$ cat src/rtl/tjg_lab12_bcd.sv
`default_nettype none
// ============================================================================
// Module      : tjg_lab12_bcd
// Description : Sequential 11-bit binary-to-BCD converter (double dabble) with
//               registered active-low seven-segment drivers and optional
//               leading-zero blanking, fed by the lab-12 multiplier product.
// Revision    : 1.0 - initial release
// ============================================================================
module tjg_lab12_bcd #(
  parameter bit BLANK_LZ = 1'b1
) (
  input  logic       clock,
  input  logic       resetn,
  input  logic       load,
  input  logic       cout_fp,
  input  logic [9:0] fp,
  output logic       busy,
  output logic       done,
  output logic [3:0] bcd3,
  output logic [3:0] bcd2,
  output logic [3:0] bcd1,
  output logic [3:0] bcd0,
  output logic [6:0] hex3,
  output logic [6:0] hex2,
  output logic [6:0] hex1,
  output logic [6:0] hex0
);

  // FSM encoding
  localparam logic [1:0] c_IDLE  = 2'd0;
  localparam logic [1:0] c_SHIFT = 2'd1;
  localparam logic [1:0] c_DONE  = 2'd2;

  // Counter value on the edge that performs the 11th (final) shift
  localparam logic [3:0] c_LAST_ITER = 4'd10;

  // All segments off (active-low)
  localparam logic [6:0] c_SEG_BLANK = 7'b1111111;

  // Registered state
  logic [1:0]  r_state;
  logic [10:0] r_bin;
  logic [15:0] r_scr;
  logic [3:0]  r_cnt;
  logic        r_busy;
  logic        r_done;
  logic [3:0]  r_bcd3, r_bcd2, r_bcd1, r_bcd0;
  logic [6:0]  r_hex3, r_hex2, r_hex1, r_hex0;

  // Combinational
  logic [1:0]  w_next_state;
  logic [15:0] w_adj;
  logic [15:0] w_scr_next;
  logic [10:0] w_bin_next;
  logic        w_unused_carry;
  logic        w_busy_nxt;
  logic        w_done_nxt;
  logic        w_load_result;
  logic [6:0]  w_hex3_nxt, w_hex2_nxt, w_hex1_nxt, w_hex0_nxt;

  // Add-3 correction for one BCD digit so it doubles correctly on the shift
  function automatic logic [3:0] f_add3(input logic [3:0] d);
    f_add3 = (d >= 4'd5) ? (d + 4'd3) : d;
  endfunction

  // Active-low seven-segment encoding, bit0=a ... bit6=g
  function automatic logic [6:0] f_seg(input logic [3:0] d);
    case (d)
      4'd0:    f_seg = 7'b1000000;
      4'd1:    f_seg = 7'b1111001;
      4'd2:    f_seg = 7'b0100100;
      4'd3:    f_seg = 7'b0110000;
      4'd4:    f_seg = 7'b0011001;
      4'd5:    f_seg = 7'b0010010;
      4'd6:    f_seg = 7'b0000010;
      4'd7:    f_seg = 7'b1111000;
      4'd8:    f_seg = 7'b0000000;
      4'd9:    f_seg = 7'b0010000;
      default: f_seg = c_SEG_BLANK;
    endcase
  endfunction

  // One double-dabble step: correct each digit, then shift {scratch, binary}
  always_comb begin
    w_adj          = {f_add3(r_scr[15:12]), f_add3(r_scr[11:8]),
                      f_add3(r_scr[7:4]),   f_add3(r_scr[3:0])};
    w_scr_next     = {w_adj[14:0], r_bin[10]};
    w_bin_next     = {r_bin[9:0], 1'b0};
    // Bit shifted out of the top digit; always 0 for an 11-bit input
    w_unused_carry = w_adj[15];
  end

  // State register
  always_ff @(posedge clock or negedge resetn) begin
    if (!resetn) begin
      r_state <= c_IDLE;
    end else begin
      r_state <= w_next_state;
    end
  end

  // Next-state logic
  always_comb begin
    w_next_state = r_state;
    case (r_state)
      c_IDLE: begin
        if (load) begin
          w_next_state = c_SHIFT;
        end
      end
      c_SHIFT: begin
        if (r_cnt == c_LAST_ITER) begin
          w_next_state = c_DONE;
        end
      end
      c_DONE: begin
        w_next_state = c_IDLE;
      end
      default: begin
        w_next_state = c_IDLE;
      end
    endcase
  end

  // Output decode: flags follow the upcoming state so they are registered,
  // and the result is latched on the edge leaving the final shift
  always_comb begin
    w_busy_nxt    = (w_next_state == c_SHIFT);
    w_done_nxt    = (w_next_state == c_DONE);
    w_load_result = (r_state == c_SHIFT) && (w_next_state == c_DONE);
    w_hex0_nxt    = f_seg(w_scr_next[3:0]);
    w_hex1_nxt    = f_seg(w_scr_next[7:4]);
    w_hex2_nxt    = f_seg(w_scr_next[11:8]);
    w_hex3_nxt    = f_seg(w_scr_next[15:12]);
    if (BLANK_LZ) begin
      if (w_scr_next[15:12] == 4'd0) begin
        w_hex3_nxt = c_SEG_BLANK;
      end
      if (w_scr_next[15:8] == 8'd0) begin
        w_hex2_nxt = c_SEG_BLANK;
      end
      if (w_scr_next[15:4] == 12'd0) begin
        w_hex1_nxt = c_SEG_BLANK;
      end
    end
  end

  // Conversion datapath: capture in IDLE, one shift per SHIFT cycle
  always_ff @(posedge clock or negedge resetn) begin
    if (!resetn) begin
      r_bin <= 11'd0;
      r_scr <= 16'd0;
      r_cnt <= 4'd0;
    end else begin
      case (r_state)
        c_IDLE: begin
          if (load) begin
            r_bin <= {cout_fp, fp};
            r_scr <= 16'd0;
            r_cnt <= 4'd0;
          end
        end
        c_SHIFT: begin
          r_bin <= w_bin_next;
          r_scr <= w_scr_next;
          r_cnt <= r_cnt + 4'd1;
        end
        default: begin
          r_cnt <= r_cnt;
        end
      endcase
    end
  end

  // Output registers: flags every cycle, digits and segments on completion
  always_ff @(posedge clock or negedge resetn) begin
    if (!resetn) begin
      r_busy <= 1'b0;
      r_done <= 1'b0;
      r_bcd3 <= 4'd0;
      r_bcd2 <= 4'd0;
      r_bcd1 <= 4'd0;
      r_bcd0 <= 4'd0;
      r_hex3 <= c_SEG_BLANK;
      r_hex2 <= c_SEG_BLANK;
      r_hex1 <= c_SEG_BLANK;
      r_hex0 <= c_SEG_BLANK;
    end else begin
      r_busy <= w_busy_nxt;
      r_done <= w_done_nxt;
      if (w_load_result) begin
        r_bcd3 <= w_scr_next[15:12];
        r_bcd2 <= w_scr_next[11:8];
        r_bcd1 <= w_scr_next[7:4];
        r_bcd0 <= w_scr_next[3:0];
        r_hex3 <= w_hex3_nxt;
        r_hex2 <= w_hex2_nxt;
        r_hex1 <= w_hex1_nxt;
        r_hex0 <= w_hex0_nxt;
      end
    end
  end

  assign busy = r_busy;
  assign done = r_done;
  assign bcd3 = r_bcd3;
  assign bcd2 = r_bcd2;
  assign bcd1 = r_bcd1;
  assign bcd0 = r_bcd0;
  assign hex3 = r_hex3;
  assign hex2 = r_hex2;
  assign hex1 = r_hex1;
  assign hex0 = r_hex0;

endmodule
`default_nettype wire

$ cat config.mk
export PLATFORM = sky130hd
export DESIGN_NAME = tjg_lab12_bcd
export DESIGN_NICKNAME = d
export VERILOG_FILES = /design/src/rtl/tjg_lab12_bcd.sv
export SDC_FILE = /design/constraint.sdc
export NUM_CORES = 1
export LEC_CHECK = 0
export ABC_AREA = 1
export CORE_ASPECT_RATIO = 0.5
export CORE_MARGIN = 2
export CORE_UTILIZATION = 45
export CTS_CLUSTER_SIZE = 12
export DETAILED_ROUTE_END_ITERATION = 8
export DONT_BUFFER_PORTS = 1
export PLACE_DENSITY = 0.74
export SLEW_MARGIN = 15
export SYNTH_ARGS = -nofsm -noshare
export SYNTH_HDL_FRONTEND = slang
export SYNTH_SLANG_ARGS = --single-unit
$ cat constraint.sdc
create_clock -name clock -period 1.95 [get_ports clock]
set_input_delay 0.39 -clock clock [delete_from_list [all_inputs] [get_ports clock]]
set_output_delay 0.39 -clock clock [all_outputs]
set_load 0.05 [all_outputs]
==> summary.md, run 1 <==
| Metric | Value |
|---|---|
| Critical path launch point type | register |
| Die extent in x | 142.7 um |
| Root cell of the clock tree | sky130_fd_sc_hd__clkbuf_16 |
| Remaining max-slew budget at the tightest pin | between 60% and 70% |
| Number of standard cells after synthesis | about 510 |
| Via-per-instance ratio | 5.276 |
| Worst hold slack | -254.6 ps |
| Number of pins with negative max-slew slack in the final report | 0 |
| Number of placement rows | 25 |
| Max-cap check violation count | 0 |
| Critical path start-end classification | register to register |
| Critical path endpoint | hex2[5] |
| Final hold violation count | 79 |
| Latest clock arrival within the worst-skew pair | 340 ps |
| Boundary pin count | 60 |
| Number of design-rule violations left by the first detailed-router iteration | 193 |
| Share of final-layout standard cells stronger than drive strength 1 | around 37% |
| Worst min-delay path category | input pin to async pin |
| Remaining number of nets flagged by the antenna check after routing | 0 |
| Critical path fanouts, max | 4 |
| Ys Warns | 0 |
| Failing checks | hold timing, setup timing |
| Sequential cell area fraction in the yosys report | between 40% and 50% |
| Die outline area | between 0.01 and 0.015 mm2 |
| Slack of the worst reg-to-reg path | -40 ps |
| Number of H-tree levels | 3 |
| Number of buffers created by CTS | 9 |
| RePlAce Congestion | 0.8953 |
| Length in cells of the worst reg-to-reg path | 16 |
| Total number of clock tree sinks | just under 80 |
| Worst Skew | 5.613 ps |
| Area Overhead vs Synth | 28.19% |
| End of the worst register-to-register path | hex2[5] |
| Nets in the synthesized netlist | ~550 |
| Most frequent standard cell in the layout excluding fill and tap cells | sky130_fd_sc_hd__nand2_1 |
| Placeable Area | 0.009384 mm2 |
| Number of setup violations in the final report | 12 |
| Most instantiated flip-flop cell in the synthesis netlist | sky130_fd_sc_hd__dfrtp_1 |
| Async set or reset register ratio after synthesis | 100.0% |
| Total Routing Usage GR | 18.49% |
| Post-layout worst setup margin | -38.01 ps |
| Total Negative Setup Slacks | -191.3 ps |
| Post-detail-place hpwl | between 6000 and 7000 um |
| Worst path arrival time | 2260 ps |
| Worst setup slack after placement | -125.8 ps |
| Largest net degree at the start of global routing | 80 |
| Post-synth design cell area | 0.004328 mm2 |
| Final worst path period share | 101.9% |
| Clock edge transition at the registers on the reported setup and hold paths | 60 ps |
| Cell Area, Placed | 0.004629 mm2 |
| TritonCTS clock tree | built |
| Avg Synthesized Cell Area | ~8.5 um2 |
| Wire length of the first global-routing pass | 15,230 um |
| Run status | finished with violations |
| First-pass iteration count of the detailed router | 5 |
| Port buffer count | 0 |
| Fmax | 503.0 MHz |
| Actual transition at the worst max-transition pin | ~520 ps |
| Maximum root-to-sink buffer count | 2 |
| Nature of the critical path endpoint | register |
| Post-route design area | ~0.0055 mm2 |
| Via count | between 3k and 4k |
| Count of flip-flops with a built-in enable after synthesis | 0 |
| Commonest cells after routing, fill and taps aside | 99 x sky130_fd_sc_hd__nand2_1, 49 x sky130_fd_sc_hd__dfrtp_1, 46 x sky130_fd_sc_hd__nor2_1, 44 x sky130_fd_sc_hd__buf_4 |
| Launch point of the worst path | r_scr[9] |
| Net total in the final layout | 604 |
| Launch point of the worst reg-to-reg path | r_scr[9] |
| Post-detailed-route wirelength per cell | 15.24 um |
| Vertical die dimension | 73.35 um |
| Register bit total from synthesis | 79 |
| Starting Density | 46.12% |
| Via count of the first global-routing pass | ~3.2k |
| Global-route congestion overflow total | 0 |
| Final period demand of the worst path | just under 2000 ps |
| Drt total wl | between 10,000 and 15,000 um |
| Number of library cell types mapped by synthesis | 36 |
| Count of antenna diodes in the layout | 0 |
| RSZ-0062 raised after global routing | true |
| Required time worst endpoint | 2230 ps |
| Antenna violations before repair | 0 |
| Count of unresolved DRC violations after routing | 0 |
## metal layers
layer | share of wire [%] | global-route usage [%]
met3 | 5.5 | 5.997
met2 | 48 | 28.69
met4 | 1.7 | 7.041
met5 | 0 | 0
met1 | 45 | 24.46
## cell type report
class	count	area [um2]
inverter	62	240.2
multi-input combinational	358	2394
clock buffer	10	229.0
clock inverter	6	61.31
fill	738	3836
tap	121	151.4
timing repair buffer	53	457.9
sequential	79	2014
## synthesized netlist by cell type (3+ instances only)
cell,n,area [um2]
sky130_fd_sc_hd__nand2_1,121,454.2
sky130_fd_sc_hd__inv_1,56,210.2
sky130_fd_sc_hd__nor2_1,53,198.9
sky130_fd_sc_hd__dfrtp_1,51,1276
sky130_fd_sc_hd__nand3_1,44,220.2
sky130_fd_sc_hd__dfstp_2,28,735.7
sky130_fd_sc_hd__o21ai_0,28,140.1
sky130_fd_sc_hd__ha_1,27,337.8
sky130_fd_sc_hd__o22ai_1,16,100.1
sky130_fd_sc_hd__nand2_2,13,81.33
sky130_fd_sc_hd__a21oi_1,8,40.04
sky130_fd_sc_hd__a22oi_1,7,52.55
sky130_fd_sc_hd__buf_2,7,35.03
sky130_fd_sc_hd__inv_2,6,22.52
sky130_fd_sc_hd__nand3_2,6,60.06
sky130_fd_sc_hd__nand4_1,6,37.54
sky130_fd_sc_hd__nor2_4,4,45.04
sky130_fd_sc_hd__o211ai_1,4,30.03
sky130_fd_sc_hd__a31oi_1,3,18.77
sky130_fd_sc_hd__clkbuf_1,3,11.26
sky130_fd_sc_hd__nand3b_1,3,22.52
## critical path, stage by stage, from the launching register on
cell	delay, ps
sky130_fd_sc_hd__dfrtp_1	400
sky130_fd_sc_hd__inv_2	160
sky130_fd_sc_hd__ha_4	150
sky130_fd_sc_hd__inv_2	40
sky130_fd_sc_hd__nand2_4	50
sky130_fd_sc_hd__nand2_4	70
sky130_fd_sc_hd__nand2_2	110
sky130_fd_sc_hd__nand2_2	80
sky130_fd_sc_hd__nand2_4	120
sky130_fd_sc_hd__inv_4	60
sky130_fd_sc_hd__buf_4	150
sky130_fd_sc_hd__ha_2	180
sky130_fd_sc_hd__nand2_2	80
sky130_fd_sc_hd__nand3_2	80
sky130_fd_sc_hd__nand2_2	60
sky130_fd_sc_hd__nor2_2	30
sky130_fd_sc_hd__nor2_1	90
## per-stage QoR
step,instances,util [%]
4_1_cts,665,52.61
3_3_place_gp,649,49.33
6_report,689,59.12
5_1_grt,689,59.12
3_5_place_dp,649,49.33
2_1_floorplan,512,-
## flip-flops by register name (all words and copies together) (netlist names)
register,count
r_scr,16
hex3,7
r_state,2
r_cnt,4
bcd2,4
hex1,7
hex0,7
hex2,7
r_bin,11
done,1
bcd0,4
busy,1
bcd3,4
bcd1,4
## kinds of logic after synthesis
family | Yosys count | synth area share (%)
AO/OA/AOI/OAI | 72 | 10.15
flip-flops | 79 | 46.49
XOR/XNOR | 2 | 0.5783
buffers and inverters | 75 | 7.227
AND/OR/NAND/NOR | 257 | 27.75
adder cells (fa/ha/maj) | 27 | 7.806
## timing repair
item,4_1_cts,5_1_grt
gates resized for setup,8,107
endpoints found under the setup margin,19,26
hold endpoints to repair,79,79
buffers inserted,0,24
cloned,0,0
pin swaps,0,37
## how the worst min path moves through the flow
stage,to,cells past startpoint,start
6_report,r_bin[2],0,resetn
5_1_grt,r_bin[8],0,resetn
4_1_cts,r_bin[6],0,resetn
3_5_place_dp,r_bin[2],0,resetn
3_3_place_gp,bcd1[1],0,resetn
2_1_floorplan,bcd0[0],0,resetn
Power of run 1 is not shown: default switching activity piles up to over one toggle a cycle in this logic, so the estimate is an artifact.
==> run 2: changes to the inputs <==
Settings changed: ABC_AREA 1 to unset.
==> run 2 against run 1 <==
- the run still ends with hold timing, setup timing left
- worst setup slack lost 390 ps
- clock skew up 1.9 ps
- global-route usage rose by 3.8 points
- cell count rose by 2.8%
- sequential cell count is the same
- final area up 10%
==> summary.md, run 2 <==
| Metric | Value |
|---|---|
| Antenna violations before repair | 0 (unchanged) |
| Final period demand of the worst path | 2381 ps (+393.0 ps) |
| Required time worst endpoint | 2210 ps (-20 ps) |
| Post-synthesis mux area share | 0.4700% (+0.47 points) |
| Failing checks | hold timing, setup timing |
| Wire length of the first global-routing pass | 19,290 um (+27%) |
| Number of pins with negative max-slew slack in the final report | 0 (unchanged) |
| Post-detail-place hpwl | 7791 um (+20%) |
| Post-layout worst setup margin | -431.0 ps (-393.0 ps) |
| Avg Synthesized Cell Area | 9.236 um2 (+9.3%) |
| Largest Register | r_scr |
| Commonest cells after routing, fill and taps aside | 90 x sky130_fd_sc_hd__buf_4, 55 x sky130_fd_sc_hd__nand2_1, 48 x sky130_fd_sc_hd__dfrtp_1, 38 x sky130_fd_sc_hd__o21ai_0, 28 x sky130_fd_sc_hd__dfstp_2 |
| Number of standard cells after synthesis | 490 (-4.3%) |
| Stages on the worst setup path | 10 (-6) |
| Post-layout instance count excluding filler cells | 708 (+2.8%) |
| Most instantiated flip-flop cell in the synthesis netlist | sky130_fd_sc_hd__dfrtp_1 |
| Most frequent standard cell in the layout excluding fill and tap cells | sky130_fd_sc_hd__buf_4 |
| Largest register FFs | 16 (unchanged) |
| Number of design-rule violations left by the first detailed-router iteration | 301 (+56%) |
| Placed cells | 675 (+4.0%) |
| Top cells by instance count after synthesis | 58 x sky130_fd_sc_hd__nand2_1, 51 x sky130_fd_sc_hd__dfrtp_1, 39 x sky130_fd_sc_hd__o21ai_0 |
| Worst path arrival time | 2640 ps (+380 ps) |
| Number of H-tree levels | 3 (unchanged) |
| Worst hold slack | -253.0 ps (+1.579 ps) |
| Nets in the synthesized netlist | 531 (-4.0%) |
| Sequential cell area fraction in the yosys report | 44.46% (-2.0 points) |
| First-pass iteration count of the detailed router | 5 (unchanged) |
| Ranking of synthesized cells by area | sky130_fd_sc_hd__dfrtp_1 28%, sky130_fd_sc_hd__dfstp_2 16%, sky130_fd_sc_hd__ha_1 7.5% |
| Post-detailed-route wirelength per cell | 17.92 um (+18%) |
| Drt total wl | 12,690 um (+21%) |
| Boundary pin count | 60 (unchanged) |
| Top flop regs | r_scr: 16 flops, r_bin: 11 flops |
| Register bit total from synthesis | 79 (unchanged) |
| Number of buffers created by CTS | 9 (unchanged) |
| Count of buffer and inverter cells on the critical path | 2 (-2) |
| Starting Density | 47.13% (+1.0 points) |
| Die outline area | 0.01092 mm2 (+4.4%) |
| Ys Warns | 0 (unchanged) |
| Count of unresolved DRC violations after routing | 0 (unchanged) |
| Final worst path period share | 122.1% (+20 points) |
| Total Routing Usage GR | 22.25% (+3.8 points) |
| Post-route design area | 0.006122 mm2 (+10%) |
| Number of library cell types mapped by synthesis | 60 (+67%) |
| Remaining number of nets flagged by the antenna check after routing | 0 (unchanged) |
| Max-cap check violation count | 0 (unchanged) |
| Clock edge transition at the registers on the reported setup and hold paths | 60 ps (about the same) |
| Main combinational cell family by area after synthesis | compound AO/OA/AOI/OAI gates |
| Family with the most delay on the worst path | simple AND/OR/NAND/NOR gates |
| Final hold violation count | 79 (unchanged) |
| Placeable Area | 0.009603 mm2 (+2.3%) |
| Port buffer count | 0 (unchanged) |
| Total number of clock tree sinks | 79 (unchanged) |
| Die extent in x | 145.8 um (+2.2%) |
| Compound-cell area share of the yosys netlist | 25.41% (+15 points) |
| Async set or reset register ratio after synthesis | 100.0% (unchanged) |
| Critical path launch point type | register |
| RePlAce Congestion | 0.8848 (-1.2%) |
| Largest net degree at the start of global routing | 80 (unchanged) |
| Via count | 4,050 (+11%) |
| Global-route congestion overflow total | 0 (unchanged) |
| Fraction of post-synthesis cell area in the top cell type by area | 28.20% (-1.3 points) |
| Number of placement rows | 25 (unchanged) |
| Slowest cell on the critical path | sky130_fd_sc_hd__dfrtp_1 |
| Share of final-layout standard cells stronger than drive strength 1 | 41.19% (+3.9 points) |
| Cell Area, Placed | 0.005344 mm2 (+15%) |
| Nature of the critical path endpoint | register |
| Leading cell type by number of instances after synthesis | sky130_fd_sc_hd__nand2_1 |
| Critical path fanouts, max | 6 (+2) |
| Maximum root-to-sink buffer count | 2 (unchanged) |
| Library cell occupying the most area in the post-synthesis netlist | sky130_fd_sc_hd__dfrtp_1 |
| Count of antenna diodes in the layout | 0 (unchanged) |
| Post-Route Utilization | 63.75% (+4.6 points) |
| Run status | finished with violations |
| TritonCTS clock tree | built |
| Area Overhead vs Synth | 35.28% |
| Area share of and/or/nand/nor cells after synthesis | 16.17% (-12 points) |
| Count of flip-flops with a built-in enable after synthesis | 0 (unchanged) |
| Number of setup violations in the final report | 27 (+15) |
| Slowest stage delay, CP | 400 ps (about the same) |
| Latest clock arrival within the worst-skew pair | 340 ps (about the same) |
| Critical path start-end classification | register to register |
| Post-synthesis xor/xnor area fraction | 0.8847% (+0.31 points) |
| Net total in the final layout | 609 (+0.83%) |
| Via count of the first global-routing pass | 3,880 (+20%) |
| Worst Skew | 7.478 ps (+1.865 ps) |
| Total Negative Setup Slacks | -6984 ps (-6792 ps) |
| Root cell of the clock tree | sky130_fd_sc_hd__clkbuf_16 |
| Post-Synth Adder-Cell Area | 7.465% (-0.34 points) |
| Actual transition at the worst max-transition pin | 654.0 ps (+129.2 ps) |
| Fmax | 420.0 MHz (-17%) |
| Via-per-instance ratio | 5.720 (+8.4%) |
| RSZ-0062 raised after global routing | true |
| Vertical die dimension | 74.91 um (+2.1%) |
| Remaining max-slew budget at the tightest pin | 56.40% (-8.6 points) |
| Series of cell instances along the critical path | inv_1 > ha_2 > or3b_4 > o211ai_1 > and2_4 > inv_4 > ha_4 > and4b_4 > or3_4 > o22a_1 |
| Post-synth design cell area | 0.004526 mm2 (+4.6%) |
| Length in cells of the worst reg-to-reg path | 10 (-6) |
| Worst min-delay path category | input pin to async pin |
## run 2: cell count changes in the layout (fill, tap and decap cells not counted), moves of 13 or more
cell                      previous run  this run
sky130_fd_sc_hd__o22a_1              0        13
sky130_fd_sc_hd__inv_1              38        12
sky130_fd_sc_hd__buf_4              44        90
sky130_fd_sc_hd__nand2_1            99        55
sky130_fd_sc_hd__nor2b_1             0        13
sky130_fd_sc_hd__o22ai_1            16         0
sky130_fd_sc_hd__nor2_1             46        21
sky130_fd_sc_hd__nand2_2            24         2
sky130_fd_sc_hd__o21ai_1             1        15
sky130_fd_sc_hd__nand3_1            38         8
sky130_fd_sc_hd__a21oi_1             3        22
## run 2: stage by stage
stage | hold WS (ps) | setup slack [ps]
floorplan | 94.41 | -463.1
global placement | 96.98 | -401.0
detailed placement | 97.06 | -465.6
CTS | -271.7 | -374.7
global route | -267.0 | -522.5
finish | -253.0 | -431.0
## run 2: cell type report
type	count	area (um2)
Fill cell	723	3481
Multi-Input combinational cell	357	2785
Inverter	24	95.09
Clock inverter	6	46.29
Clock buffer	10	239.0
Tap cell	135	168.9
Timing Repair Buffer	97	772.0
Sequential cell	79	2016
## run 2: layer usage
metal,vias up,share of wire [%],track usage [%]
li1,1909,-,-
met1,2009,43,28.67
met2,115,51,37.05
met3,17,4.9,6.121
met4,0,1.5,8.061
met5,-,0,0
## run 2: worst paths after layout
check | start | to | slack, ps
hold reg to reg | r_bin[0] | r_bin[0] | 510
max in group asynchronous | resetn | hex2[6] | 1990
setup / recovery | r_scr[12] | hex2[0] | -430
setup reg to reg | r_scr[12] | hex2[0] | -430
min in group clock | fp[6] | r_bin[6] | 250
hold / removal | resetn | r_bin[1] | -250
## run 2: cells by family after synthesis
family                     Yosys count
AOI/OAI and AO/OA                  176
xor gates and xnor gates             3
adders and majority gates           27
buffers and inverters               54
DFF                                 79
muxes                                2
and+or+nand+nor                    149
## run 2: timing repair
| action | 4_1_cts | 5_1_grt |
|---|---|---|
| gates cloned | 0 | 1 |
| setup endpoints to repair | 26 | 29 |
| pin swaps | 11 | 20 |
| gates resized for setup | 28 | 54 |
| setup buffers | 8 | 11 |
| hold endpoints to repair | 79 | 79 |
Power of run 2 is left out for the same reason.
